[src/rtl/bch_stream_encoder.sv]
// Systematic serial BCH/CRC encoder: passes K message bits through, then
// appends R=N-K Galois LFSR parity bits (LSB first) and flags frame end.
// Ports: clk, rst (async, active-high), clear (sync abort),
//   s_valid/s_ready/s_data (message in), m_valid/m_ready/m_data (codeword out),
//   m_last (N-th bit), frame_done (pulse after last transfer),
//   parity_out[R-1:0] (only with BCH_ENC_PARALLEL_OUT_EN defined).
module bch_stream_encoder #(
   parameter int N = 64,
   parameter int K = 40,
   parameter logic [N-K-1:0] TAP_MASK = 24'h884110
) (
   input  logic clk,
   input  logic rst,
   input  logic clear,
   input  logic s_valid,
   output logic s_ready,
   input  logic s_data,
   output logic m_valid,
   input  logic m_ready,
   output logic m_data,
   output logic m_last,
   output logic frame_done
`ifdef BCH_ENC_PARALLEL_OUT_EN
   ,
   output logic [N-K-1:0] parity_out
`endif
);

   localparam int R  = N - K;
   localparam int CW = $clog2(N);

   typedef enum logic {
      MSG = 1'b0,
      PAR = 1'b1
   } state_t;

   state_t         state_q, state_d;
   logic [R-1:0]   lfsr_q, lfsr_d, lfsr_msg;
   logic [CW-1:0]  cnt_q, cnt_d;
   logic           done_q, done_d;
   logic           xfer, fb, msg_end, par_end;

   assign msg_end = (cnt_q == CW'(K - 1));
   assign par_end = (cnt_q == CW'(N - 1));

   always_comb begin
      fb       = s_data ^ lfsr_q[0];
      lfsr_msg = {fb, lfsr_q[R-1:1] ^ (TAP_MASK[R-2:0] & {(R-1){fb}})};

      s_ready  = 1'b0;
      m_valid  = 1'b0;
      m_data   = 1'b0;
      m_last   = 1'b0;
      state_d  = state_q;
      lfsr_d   = lfsr_q;
      cnt_d    = cnt_q;
      done_d   = 1'b0;

      unique case (state_q)
         MSG: begin
            s_ready = m_ready & ~clear;
            m_valid = s_valid & ~clear;
            m_data  = s_data;
         end
         PAR: begin
            m_valid = ~clear;
            m_data  = lfsr_q[0];
            m_last  = par_end;
         end
      endcase

      // m_valid already carries ~clear, so clear blocks the transfer
      xfer = m_valid & m_ready;

      if (clear) begin
         state_d = MSG;
         lfsr_d  = '0;
         cnt_d   = '0;
      end else if (xfer) begin
         if (state_q == MSG) begin
            lfsr_d = lfsr_msg;
            cnt_d  = cnt_q + CW'(1);
            if (msg_end) state_d = PAR;
         end else if (par_end) begin
            state_d = MSG;
            lfsr_d  = '0;
            cnt_d   = '0;
            done_d  = 1'b1;
         end else begin
            lfsr_d = {1'b0, lfsr_q[R-1:1]};
            cnt_d  = cnt_q + CW'(1);
         end
      end
   end

   always_ff @(posedge clk or posedge rst) begin
      if (rst) begin
         state_q <= MSG;
         lfsr_q  <= '0;
         cnt_q   <= '0;
         done_q  <= 1'b0;
      end else begin
         state_q <= state_d;
         lfsr_q  <= lfsr_d;
         cnt_q   <= cnt_d;
         done_q  <= done_d;
      end
   end

   assign frame_done = done_q;

`ifdef BCH_ENC_PARALLEL_OUT_EN
   always_ff @(posedge clk or posedge rst) begin
      if (rst)
         parity_out <= '0;
      else if (clear)
         parity_out <= '0;
      else if (xfer && state_q == MSG && msg_end)
         parity_out <= lfsr_msg;
   end
`endif

endmodule

[config.mk]
export PLATFORM = sky130hd
export DESIGN_NAME = bch_stream_encoder
export DESIGN_NICKNAME = d
export VERILOG_FILES = /design/src/rtl/bch_stream_encoder.sv
export SDC_FILE = /design/constraint.sdc
export NUM_CORES = 1
export LEC_CHECK = 0
export CAP_MARGIN = 20
export CORE_MARGIN = 4
export CORE_UTILIZATION = 51
export CTS_BUF_LIST = sky130_fd_sc_hd__clkbuf_4 sky130_fd_sc_hd__clkbuf_8 sky130_fd_sc_hd__clkbuf_16
export DETAILED_ROUTE_END_ITERATION = 6
export PLACE_DENSITY = 0.74
export SYNTH_ARGS = -nofsm -noshare
export SYNTH_HDL_FRONTEND = slang
export SYNTH_SLANG_ARGS = --single-unit
[constraint.sdc]
create_clock -name clk -period 1.38 [get_ports clk]
set_clock_uncertainty 0.2 [all_clocks]
set_input_delay 0.276 -clock clk [delete_from_list [all_inputs] [get_ports clk]]
set_output_delay 0.276 -clock clk [all_outputs]
set_load 0.01 [all_outputs]
Yosys cells after proc, flatten, opt, wreduce, memory -nomap -nowiden
Index checks and enable logic that the tools add are counted.
{ "op_classes": {"n_addsub": 1, "eq_ne": 2, "muxes": 21, "bitwise_logic": 7, "reduce_logical": 1} }
{ "op_table": {"columns": ["op", "count"], "rows": [
  ["2-to-1 mux 24 bit", 3],
  ["2-to-1 mux 6 bit", 4],
  ["2-to-1 mux 23 bit", 1],
  ["bitwise XOR 23 x 20 -> 23 bit", 1],
  ["equality test 6 bit (second input constant)", 2],
  ["2-to-1 mux 1 bit", 11],
  ["adder 6 x 1 -> 6 bit (second input constant)", 1],
  ["one-hot mux 1 bit (2 select lines)", 2],
  ["bitwise AND 1 bit", 3],
  ["NOT 1 bit", 2],
  ["nonzero test 2 bit", 1],
  ["bitwise XOR 1 bit", 1]
]} }
{ "totals": {"ff_bits": 32, "input_bits": 6, "out_inout_bits": 5, "word_cells": 36} }

Logic depth before layout (Yosys ltp)
Gate-level depths: netlist of run 1.
{ "logic_depth": {"depth_word": 6, "ltp_mapped": 5, "ltp_nobuf": 5} }

Worst setup path after synthesis of run 1
Ideal clock, no wire load.
{ "synth_timing": {"kind": "register -> register", "start": "register cnt_q[0]", "end": "register lfsr_q[15]", "t_arrival_ns": 1.127, "required_time_ns": 1.102, "path_slack_ns": -0.025, "path_stages_with_launch": 6, "period_less_slack_ns": 1.405, "path_cell_list": "dfrtp_1 ha_1 nand3_4 buf_6 nand3_1 a21oi_1"} }
{ "synth_between": {"elab_chain_cells": 5} }
{ "synth_rtl": {"columns": ["item", "line_no", "text"], "rows": [
  ["start: declaration", "39", "logic [CW-1:0] cnt_q, cnt_d;"],
  ["start signal: assignment", "105", "cnt_q <= cnt_d;"],
  ["equality test 6 bit", "44", "assign par_end = (cnt_q == CW'(N - 1));"],
  ["2-to-1 mux 23 bit", "84", "end else if (par_end) begin"],
  ["2-to-1 mux 24 bit", "80", "if (state_q == MSG) begin"],
  ["2-to-1 mux 24 bit", "79", "end else if (xfer) begin"],
  ["2-to-1 mux 24 bit", "75", "if (clear) begin"],
  ["end signal: assignment", "104", "lfsr_q <= lfsr_d;"],
  ["end: declaration", "38", "logic [R-1:0] lfsr_q, lfsr_d, lfsr_msg;"]
]} }
No other way between the ends. The select of a mux whose other input is x is not followed.
A chain may end at the register's enable or synchronous reset.

Final worst setup path of run 1
{ "layout_timing": {"start": "register state_q", "end": "output m_last"} }
{ "layout_between": {"elab_chain_cells": 1} }
{ "layout_rtl": {"columns": ["item", "line_no", "text"], "rows": [
  ["start: declaration", "37", "state_t state_q, state_d;"],
  ["start signal: assignment", "103", "state_q <= state_d;"],
  ["2-to-1 mux 1 bit", "59", "unique case (state_q)"],
  ["end: declaration", "21", "output logic m_last,"]
]} }
No other way between the ends.

==> flow_summary.toml, run 1 <==
[yosys]
syn-cell-area_sq_um = 1543
ys_ff_latch = 32
ys_types = 32
syn-num-nets = 164
avgSynthCellArea_sq_um = 9.826
ys.warnings.count = 0
ys_seq_area_share_pct = 51.91
postSynthCellCount = 157

[status]
outcome = "finished with violations"
failed_checks = "negative setup slack"

[grt]
overflow = 0
track_usage_pct = 22.61
antenna_found_initial = 0
grt_pass1_wl_um = 6913
grt_pass1_vias = 1452
grt_max_degree = 33

[layout]
fin_area_sq_um = 2238
n_antenna_cell = 0
area_delta_synth_final_pct = 45.09
final_common_cell = "dfrtp_1"
final_cell_mix = "dfrtp_1 (32), nand2_1 (20), nand3_1 (20), buf_4 (17), nand3b_1 (15)"
nets = 204
final-instance-count-excl-fill = 229
fin_util_pct = 79.12
drive_gt1_share_pct = 36.87
fillers = 170

[timing]
setup_viol = 36
setup_ws_ns = -0.4543
fin_crit_ns = 1.834
worstMarginPinSlew_ns = 0.3160
post-route-period-util_pct = 132.9
rsz0062_at_grt = "yes"
max-slew-margin-rel_pct = 78.89
fmax_mhz = 545.2
hold_viol = 0
final_max_slew_viol_count = 0

[clocking]
htree_num_levels = 2
clk_path_buf_depth = 2
cts_buffers = 5
clk_pin_slew_ns = 0.12
cts-root-buf = "clkbuf_4"
clkSinkCount = 32
postCtsHoldBufs = 0
cts_tree = "yes"
clk_latency_ns = 0.35

[power_and_ir_drop]
fin_total_pwr_uw = 1913
p_sw_share_pct = 24.90
power_density_nw_per_um2 = 854.7
ir_drop_mv = 1.337
sequentialPowerShare_pct = 50.3
clockPowerShare_pct = 38.1
power.leakage_uw = 0.001019
netSwitchingPower_uw = 476.3
p_comb_share_pct = 11.6
internal_power_uw = 1437

[place]
placed_cells = 212
gp_congestion = 0.8023
detailed_place.area_sq_um = 1838
post-dp-hpwl_um = 2190
io_buffers = 10

[setup_path]
crit_start = "state_q$_DFFE_PP0P_"
crit_chain = "buf_6 > and4_4 > nand3_4 > inv_2 > buf_6"
required_ns = 0.90
r2r-start = "state_q$_DFFE_PP0P_"
cp-start-kind = "flop"
cp-end-kind = "primary output"
crit_fanout = 3
slowest_stage = "dfrtp_1"
crit_path_frequent_cell = "buf_6"
max_stage_delay_ns = 0.44
cp.arrival_ns = 1.36
worstSetupPathType = "flop to primary output"

[die]
die_area_sq_um = 3969
die_h_um = 63
ios = 11
start_util_pct = 54.53
core_sq_um = 2829
die_width_um = 63
rows = 19

[drt]
ant_nets = 0
first_iter_violations = 142
via_per_inst = 6.157
routed_wl_um = 4300
routedWlPerCell_um = 18.78
dr.pass1.iters = 4
drc = 0
vias = 1410

[worst_hold_path]
hp-class = "input pin to asynchronous set/reset pin"

[run]
drv_cap = 0
-- cell type report --
type / count / area, sq um / share of cell area [%]
repair buffers: 44 / 508.0 / 22.69
multi-input cells: 110 / 795.8 / 35.55
flip-flops and latches: 32 / 800.8 / 35.77
well taps: 31 / 38.79 / 1.733
clock buffers: 5 / 37.54 / 1.677
clock inverters: 3 / 42.54 / 1.901
inverters: 4 / 15.01 / 0.6708
-- per-layer routing --
layer  vias up  track usage [%]  part of all wire, %  routed length, um
met1       699            27.12                   40               1708
met3        11            5.576                  5.6                242
met5         -                0                    0                  0
met2        59            36.50                   52               2245
li1        641                -                    -                  -
met4         0            13.50                  2.4                104
-- cells in the mapped netlist, drive strengths merged --
master	number	area share [%]
nand3b	15	7.3
nor3b	1	0.49
a31oi	1	0.41
ha	1	0.81
or2	1	0.57
nand4	5	2.0
o311ai	4	2.3
clkbuf	3	0.73
nand2b	3	1.7
or3	1	0.41
and4	2	1.3
o31ai	1	0.49
nand2	21	5.1
buf	8	3.9
o21ai	4	1.3
inv	4	0.97
mux2	1	0.73
a21oi	11	3.6
a32o	1	0.65
nor2	6	1.5
and3	1	0.41
dfrtp	32	52
xor2	2	1.1
nor3	1	0.32
nand3	25	8.9
xnor2	2	1.1
-- through the flow --
stage | setup WS, ns | hold WS, ns | setup TNS (ns)
3_3_place_gp | -0.5882 | 0.2680 | -16.67
4_1_cts | -0.4399 | 0.06225 | -10.58
2_1_floorplan | 0.004650 | 0.1922 | 0
6_report | -0.4543 | 0.05681 | -9.844
5_1_grt | -0.5019 | 0.05093 | -11.27
3_5_place_dp | -0.6449 | 0.2803 | -18.32
-- power by group through the flow --
stage | clock, uW | sequential (uW) | combinational [uW]
after floorplan | 0 | 977 | 88.3
after global placement | 0 | 977 | 167
after detailed placement | 0 | 978 | 174
after CTS | 738 | 961 | 200
after global routing | 791 | 965 | 237
final | 729 | 962 | 222
-- worst max-delay path: cells and delay by family, from the launching register on --
kind | cells | cell delay, ns
flops | 1 | 0.44
buf+inv | 3 | 0.28
simple gates | 2 | 0.30
-- state kept, by name, summed over array words and instances (netlist names) --
name and flops:
cnt_q 6, frame_done 1, lfsr_q 24, state_q 1
-- final timing paths --
path                                     endpoint  slack [ns]  cells after the start
setup / recovery                           m_last       -0.45                      5
hold / removal               cnt_q[5]$_DFFE_PP0P_        0.06                      3
setup reg to reg           lfsr_q[15]$_DFFE_PP0P_       -0.35                      6
hold reg to reg            lfsr_q[19]$_DFFE_PP0P_        0.30                      1
max in group asynchronous   lfsr_q[7]$_DFFE_PP0P_        0.73                      3
min in group clk           lfsr_q[19]$_DFFE_PP0P_        0.30                      1
-- cell families after synthesis --
kind of cell,after synthesis,share of synthesized area (%)
xor gates and xnor gates,4,2.271
AOI/OAI and AO/OA,22,8.678
muxes,1,0.7299
and+or+nand+nor,82,30.01
DFF,32,51.91
adders and majority gates,1,0.8109
buffers and inverters,15,5.595
-- repair_timing --
action,in CTS,in global routing
pin swaps,2,3
setup endpoints to repair,37,36
cloned,3,1
resized for setup,41,24
setup buffers,5,1
Power figures use the tool's default switching activity.
==> run 2: changes to the inputs <==
- CELL_PAD_IN_SITES_DETAIL_PLACEMENT: not set -> 0
- CELL_PAD_IN_SITES_GLOBAL_PLACEMENT: not set -> 1
- CORE_UTILIZATION: 51 -> 40
- PLACE_DENSITY: 0.74 -> 0.73
==> run 2 against run 1 <==
  * The run still ends with negative setup slack left
  * Sequential share of layout area shrank 1.2 points
  * Flip-flop and latch count is the same
  * Die area grew 24%
  * Register-to-register slack gained 0.04 ns
  * Maximum frequency grew 7.0%
  * Combinational power shrank 3%
  * Clock power grew 26%
  * Utilization shrank 16 points
  * Sequential power is essentially flat
  * First-iteration DRC count shrank 49%
  * Via count shrank 4.1%
  * Cell area grew 3.5%
  * Critical path type unchanged
==> flow_summary.toml, run 2 (synthesis results as in run 1) <==
[clocking]
cts-root-buf = "clkbuf_8"
clk_latency_ns = 0.29
clk_path_buf_depth = 2
cts_tree = "yes"
cts_buffers = 5
htree_num_levels = 2
clkSinkCount = 32
postCtsHoldBufs = 0
clk_pin_slew_ns = 0.07

[grt]
grtUsageMet2_pct = 29.59
overflow = 0
grt_max_degree = 33
grt_use_met1_pct = 22.62
grt_pass1_vias = 1380
track_usage_pct = 18.19
grt_busiest_layer = "met2"
antenna_found_initial = 0
grtUsageMet3_pct = 4.604
grt_pass1_wl_um = 6906

[power_and_ir_drop]
power.leakage_uw = 0.001088
ir_drop_mv = 0.7671
netSwitchingPower_uw = 489.5
p_comb_share_pct = 10.3
sequentialPowerShare_pct = 45.8
p_sw_share_pct = 23.31
clockPowerShare_pct = 43.9
power_density_nw_per_um2 = 906.7
internal_power_uw = 1611
fin_total_pwr_uw = 2100

[drt]
dr.pass1.iters = 4
first_iter_violations = 73
vias = 1352
ant_nets = 0
routed_wl_um = 4106
via_per_inst = 5.408
drc = 0
routedWlPerCell_um = 16.42

[setup_path]
r2r-start = "state_q$_DFFE_PP0P_"
crit_family = "flip-flops"
crit_chain = "buf_6 > mux2_4 > buf_6"
rr_worst_depth = 7
cp_num_cells = 3
endpoint = "m_data"
crit_fanout = 4
r2r_setup_slack_ns = -0.31
worstSetupPathType = "flop to primary output"
cp.arrival_ns = 1.24
cp-end-kind = "primary output"
crit_path_frequent_cell = "buf_6"
max_stage_delay_ns = 0.40
crit_start = "state_q$_DFFE_PP0P_"
cp_num_buf_inv = 2
reg2reg_to = "state_q$_DFFE_PP0P_"
required_ns = 0.90
slowest_stage = "dfrtp_1"
cp-start-kind = "flop"

[status]
outcome = "finished with violations"
failed_checks = "negative setup slack"

[place]
dp_slack_ns = -0.5852
detailed_place.area_sq_um = 1867
io_buffers = 10
post-dp-hpwl_um = 2153
gp_congestion = 0.8316

[layout]
reg_top3 = "lfsr_q (24), cnt_q (6)"
final_cell_mix = "dfrtp_1 (32), buf_4 (20), nand3_1 (19), nand2_1 (17), nand3b_1 (15)"
n_antenna_cell = 0
fin_area_sq_um = 2316
largest-register = "lfsr_q"
final_common_cell = "dfrtp_1"
largest_reg_flops = 24
area_delta_synth_final_pct = 50.12
nets = 208
drive_gt1_share_pct = 39.60

[timing]
final_max_slew_viol_count = 0
fin_crit_ns = 1.714
finalSetupTns_ns = -9.611
post-route-period-util_pct = 124.2
worstMarginPinSlew_ns = 0.3167
holdWs_ns = 0.1343
hold_viol = 0
max-slew-margin-rel_pct = 78.83
setup_viol = 36
setup_ws_ns = -0.3336
fmax_mhz = 583.6
rsz0062_at_grt = "yes"

[die]
core_sq_um = 3689
rows = 22
start_util_pct = 41.82
ios = 11
die_area_sq_um = 4915
die_width_um = 70.11
die_h_um = 70.11

[run]
drv_cap = 0

[worst_hold_path]
hp-class = "input pin to asynchronous set/reset pin"
-- run 2: changes by cell type in the layout (fill, tap and decap cells not counted), moves of 3 or more --
cell and change:
nand2_1 -3, clkbuf_8 +5, a21oi_1 +3, clkdlybuf4s50_1 -3, buf_4 +3, clkbuf_4 -4
-- run 2: power groups by stage --
| stage | clock, uW | combinational [uW] | sequential (uW) |
|---|---|---|---|
| final | 922 | 216 | 962 |
| after global routing | 991 | 235 | 963 |
| after CTS | 933 | 213 | 960 |
| after global placement | 0 | 168 | 977 |
| after detailed placement | 0 | 173 | 978 |
| after floorplan | 0 | 88.3 | 977 |
-- run 2: how the worst min path moves through the flow --
stage                     cells after the start              startpoint                endpoint  slack [ns]
after detailed placement                      2  lfsr_q[10]$_DFFE_PP0P_   lfsr_q[9]$_DFFE_PP0P_        0.28
final                                         3                     rst  lfsr_q[20]$_DFFE_PP0P_        0.13
after global placement                        2   lfsr_q[4]$_DFFE_PP0P_   lfsr_q[3]$_DFFE_PP0P_        0.27
after global routing                          3                     rst    cnt_q[5]$_DFFE_PP0P_        0.14
after CTS                                     3                     rst  lfsr_q[10]$_DFFE_PP0P_        0.14
after floorplan                               1                     rst    cnt_q[0]$_DFFE_PP0P_        0.19
-- run 2: per-stage QoR --
stage	std cells	utilization (%)
after floorplan	157	-
after global placement	230	50.61
after detailed placement	230	50.61
after CTS	250	61.50
after global routing	250	62.79
final	250	62.79
-- run 2: timing repair --
action / CTS / global route
buffers inserted: 7 / 1
gates cloned: 5 / 0
endpoints found under the hold margin: 0 / 0
setup endpoints to repair: 37 / 37
resized for setup: 58 / 15
pin swaps: 17 / 13
-- run 2: per-layer routing --
layer | vias up | part of all wire (%)
met5 | - | 0
met4 | 0 | 2.3
li1 | 648 | -
met3 | 9 | 4.2
met2 | 31 | 51
met1 | 664 | 42
-- run 2: area by class of cell --
class                      count  area [sq um]
fill                         318          1373
multi-input combinational    110         808.3
sequential                    32         800.8
timing repair buffer          48         520.5
clock buffer                   6         76.32
tap                           48         60.06
clock inverter                 2         35.03
inverter                       4         15.01
-- run 2: worst register-to-register path: cells and delay by family (launching register included) --
kind | cells | cell delay [ns]
compound gates | 3 | 0.37
buf+inv | 3 | 0.39
flops | 1 | 0.40
simple gates | 1 | 0.26
==> run 3: changes to the inputs <==
- REMOVE_ABC_BUFFERS: not set -> 1
- SKIP_LAST_GASP: not set -> 1
==> run 3 against run 2 <==
  * The run still ends with negative setup slack left
  * Clock-buffer cell count did not move
  * Combinational power barely moved
  * Clock power fell by 19%
  * Total power fell by 8.2%
==> flow_summary.toml, run 3 (synthesis results as in run 1) <==
[setup_path]
worstSetupPathType = "flop to flop"
required_ns = 1.37
cp-end-kind = "flop"
crit_fanout = 6
slowest_stage = "dfrtp_1"
crit_family = "simple AND/OR/NAND/NOR gates"
crit_chain = "buf_6 > buf_6 > or2_4 > nand2b_4 > clkbuf_16 > nand3b_1 > o311ai_1"
cp-start-kind = "flop"
max_stage_delay_ns = 0.39
cp.arrival_ns = 1.70
crit_path_frequent_cell = "buf_6"
cp_num_buf_inv = 3

[timing]
fmax_mhz = 583.3
max-slew-margin-rel_pct = 75.23
rsz0062_at_grt = "yes"
setup_viol = 36
final_max_slew_viol_count = 0
finalSetupTns_ns = -9.299
hold_viol = 0
setup_ws_ns = -0.3345
worstMarginPinSlew_ns = 0.3706
post-route-period-util_pct = 124.2
fin_crit_ns = 1.714

[power_and_ir_drop]
ir_drop_mv = 0.5932
power.leakage_uw = 0.001008
power_density_nw_per_um2 = 878.3

[grt]
grt_pass1_wl_um = 6444
grt_max_degree = 33
antenna_found_initial = 0
grt_pass1_vias = 1291
track_usage_pct = 16.44
overflow = 0

[drt]
drc = 0
first_iter_violations = 109
routedWlPerCell_um = 15.57
via_per_inst = 5.377
ant_nets = 0
vias = 1328
routed_wl_um = 3845
dr.pass1.iters = 4

[status]
failed_checks = "negative setup slack"
outcome = "finished with violations"

[die]
die_area_sq_um = 4915
rows = 22
die_h_um = 70.11
die_width_um = 70.11
core_sq_um = 3689
start_util_pct = 41.82
ios = 11

[layout]
drive_gt1_share_pct = 37.19
nets = 205
reg_top3 = "lfsr_q (24), cnt_q (6)"
largest-register = "lfsr_q"
area_delta_synth_final_pct = 42.25
final_common_cell = "dfrtp_1"
largest_reg_flops = 24
final_cell_mix = "dfrtp_1 (32), nand3_1 (23), buf_4 (23), nand2_1 (16), nand3b_1 (15)"
fin_area_sq_um = 2195
fin_util_pct = 59.50
n_antenna_cell = 0

[clocking]
clk_latency_ns = 0.29
cts-root-buf = "clkbuf_8"
clk_pin_slew_ns = 0.07
clkSinkCount = 32
clk_path_buf_depth = 2
cts_tree = "yes"
postCtsHoldBufs = 0
cts_buffers = 5
htree_num_levels = 2

[place]
detailed_place.area_sq_um = 1864
dp_slack_ns = -0.6685
post-dp-hpwl_um = 2201
gp_congestion = 0.8600
io_buffers = 10

[worst_hold_path]
hp-class = "input pin to asynchronous set/reset pin"

[run]
drv_cap = 0
## run 3: cell count changes in the layout (fill, tap and decap cells not counted), sizes merged
cell,before,now
dlymetal6s2s,1,0
bufinv,1,0
clkdlybuf4s50,2,3
clkdlybuf4s15,0,1
buf,40,37
clkbuf,7,8
clkinv,1,2
bufbuf,2,0
## run 3: worst paths after layout
check                                  startpoint                      to  slack (ns)  cells past startpoint
max                           state_q$_DFFE_PP0P_   lfsr_q[8]$_DFFE_PP0P_       -0.33                      7
min                                           rst   lfsr_q[1]$_DFFE_PP0P_        0.13                      3
max reg2reg                   state_q$_DFFE_PP0P_   lfsr_q[8]$_DFFE_PP0P_       -0.33                      7
min reg2reg                lfsr_q[14]$_DFFE_PP0P_  lfsr_q[13]$_DFFE_PP0P_        0.29                      2
max in group asynchronous                     rst  lfsr_q[21]$_DFFE_PP0P_        0.67                      3
min in group clk           lfsr_q[14]$_DFFE_PP0P_  lfsr_q[13]$_DFFE_PP0P_        0.29                      2
## run 3: through the flow
step	std cells	power (uW)	hold WS, ns
final	247	1928	0.1338
after global routing	247	2029	0.1512
after CTS	244	1935	0.1373
after detailed placement	230	1153	0.2795
after global placement	230	1149	0.2696
after floorplan	146	1048	0.1391
## run 3: per-layer routing
metal | up-vias | GRT usage, % | wire length, um | share of wire (%)
li1 | 638 | - | - | -
met1 | 651 | 22.96 | 1781 | 46
met2 | 33 | 23.82 | 1823 | 47
met3 | 6 | 5.324 | 192 | 5.0
met4 | 0 | 5.745 | 47 | 1.2
met5 | - | 0 | 0 | 0
## run 3: final cells by class
type                       instances  area, sq um
clock buffer                       6        82.58
clock inverter                     2        10.01
fill                             303         1494
inverter                           4        15.01
multi-input combinational        110        770.7
sequential                        32        800.8
tap                               48        60.06
timing repair buffer              45        455.4
## run 3: power breakdown
group          internal [uW]  total (uW)  switching (uW)
logic                    107         217             110
registers                952         962            9.53
clock network            398         749             351
total                   1460        1930             471
## run 3: worst register-to-register path, cell delays in order, from the launching register on
cell	delay, ns
dfrtp_1	0.39
buf_6	0.14
buf_6	0.11
or2_4	0.27
nand2b_4	0.18
clkbuf_16	0.18
nand3b_1	0.07
o311ai_1	0.08
## run 3: timing repair
| item | 4_1_cts | 5_1_grt |
|---|---|---|
| gates resized for setup | 38 | 23 |
| setup buffers | 4 | 3 |
| setup endpoints to repair | 37 | 37 |
| pin swaps | 8 | 16 |
| cloned | 2 | 1 |
==> edit: new RTL, settings of run 3 <==
The parameter `N` goes from 64 to 128.
--- a/src/rtl/bch_stream_encoder.sv
+++ b/src/rtl/bch_stream_encoder.sv
@@ -5,7 +5,7 @@
 //   m_last (N-th bit), frame_done (pulse after last transfer),
 //   parity_out[R-1:0] (only with BCH_ENC_PARALLEL_OUT_EN defined).
 module bch_stream_encoder #(
-   parameter int N = 64,
+   parameter int N = 128,
    parameter int K = 40,
    parameter logic [N-K-1:0] TAP_MASK = 24'h884110
 ) (
Formal check against the unedited RTL: no difference found for any inputs over 10 cycles, from zero or initial values and one cycle with rst high; that may be too few to reach the edited logic, so the function may still have changed.
==> edit against run 3 <==
- the flow still finishes with violations (negative setup slack)
- area after synthesis up 150%
- sequential power grew to 3.0 times the old value
- largest cell class unchanged
- design area increased by 140%
- cell count increased by 90%
- worst hold slack worse by 0.054 ns
- wire length increased by 130%
- non-clock buffer count is 30 higher
- sequential cell count is 65 higher
- setup slack lost 0.15 ns
- total power rose to 2.9 times the old value
- fmax is 7.9% lower
==> edit: results (changes against run 3) <==
register area share after synthesis=63.25% (+11 points); DRT iter0 DRCs=165 (+51%); Setup crit end=lfsr_q[4]; GRT Util Overall=14.79% (-1.6 points); Largest regs=lfsr_q (88), cnt_q (7); clock share of power=39.8% (+0.9 points); met3 wire length=308 um (+60%); PnR worst setup slack=-0.4822 ns (-0.1477 ns); placed insts=418 (+82%); met1 Use GR=21.95% (-1.0 points); Setup TNS Final=-43.58 ns (-34.28 ns); mux share of post-synthesis cell area=0.8477% (+0.12 points); clk pwr=2260 uW (+200%); port bufs=10 (unchanged); Comb power frac=9.7% (-1.6 points); xor/xnor share of the synthesized area=0.4565% (-1.8 points); clk slew on worst S/H paths=0.10 ns (+0.03 ns); GPL Wtd Cong=0.7998 (-7.0%); failing checks=negative setup slack; Worst VDD drop=466.4 uV (-21%); Setup-failing EPs final=100 (+180%); Nets=342 (+67%); share of cells above drive strength 1=32.94% (-4.2 points); dpl cell area=4204 um^2 (+130%); pre-CTS setup slack=-0.7963 ns (-0.1278 ns); Post-DP HPWL=3770 um (+71%); htree depth=3 (+1); Slowest Stage Delay on Critical Path=0.41 ns (+0.02 ns); vias in the first global route=2595 (+100%); ant diodes=0 (unchanged); worst path arrival time=1.97 ns (+0.27 ns); Synth Area in Adders=0.3261% (-0.48 points); routing usage on met2=21.13% (-2.7 points); Max clock buf depth=2 (unchanged); M1 wire length=4158 um (+130%); Sw Pwr=1303 uW (+180%); Compound-Gate Fraction of Synth Area=23.96% (+15 points); Routed WL=8792 um (+130%); Final Non-Filler Cells=469 (+90%); Avg Cell Area, Syn=14.06 um^2 (+43%); final hold slack=0.07941 ns (-0.05442 ns); met2 WL post-DR=4246 um (+130%); top post-synthesis cells by area=dfrtp_1 63%, a22o_1 19%, buf_6 2.9%; Vias/cell=5.571 (+3.6%); outcome=complete, but fails checks; Worst R2R Path Depth=5 (-2); Worst Tran Pin Value=0.3553 ns (-0.01534 ns); Commonest cells post-synth=97 x dfrtp_1, 83 x a22o_1, 10 x buf_6; routing usage on met3=2.793% (-2.5 points); Distinct cells, synth=41 (+28%); # fillers=738 (+140%); first-pass GRT wire length=13250 um (+110%); largest net degree at the start of global routing=50 (+52%); Root Driver=clkbuf_8; Leak Pwr=0.002444 uW (+140%); latest clock arrival within the worst-skew pair=0.36 ns (+0.07 ns); TritonCTS Buffers=9 (+4)
## edit: changes by cell type after synthesis, moves of 5 or more
cell / run 3 / this run
nor4b_1: 0 / 5
a311o_1: 0 / 5
nand3_1: 24 / 3
buf_6: 2 / 10
nand3b_1: 15 / 0
inv_1: 4 / 9
a211oi_1: 0 / 6
nand2_1: 21 / 2
a22o_1: 0 / 83
dfrtp_1: 32 / 97
a21oi_1: 11 / 1
## edit: tightest hold or removal path, stage by stage
cell and delay (ns):
clkdlybuf4s50_1 0.41, clkinv_2 0.09, buf_12 0.25
## edit: area by class of cell
class                   instances  area [um^2]  area share, %
clock buffers                  10        131.4          2.515
flip-flops and latches         97         2427          46.47
multi-input cells             143         1311          25.10
clock inverters                 6        115.1          2.204
inverters                       9        35.03         0.6707
repair buffers                 75         1042          19.95
well taps                     129        161.4          3.090
## edit: what timing repair did
item	CTS	global route
gates resized for setup	45	31
setup endpoints to repair	102	101
pin swaps	26	35
cloned	8	11
buffers inserted	15	6
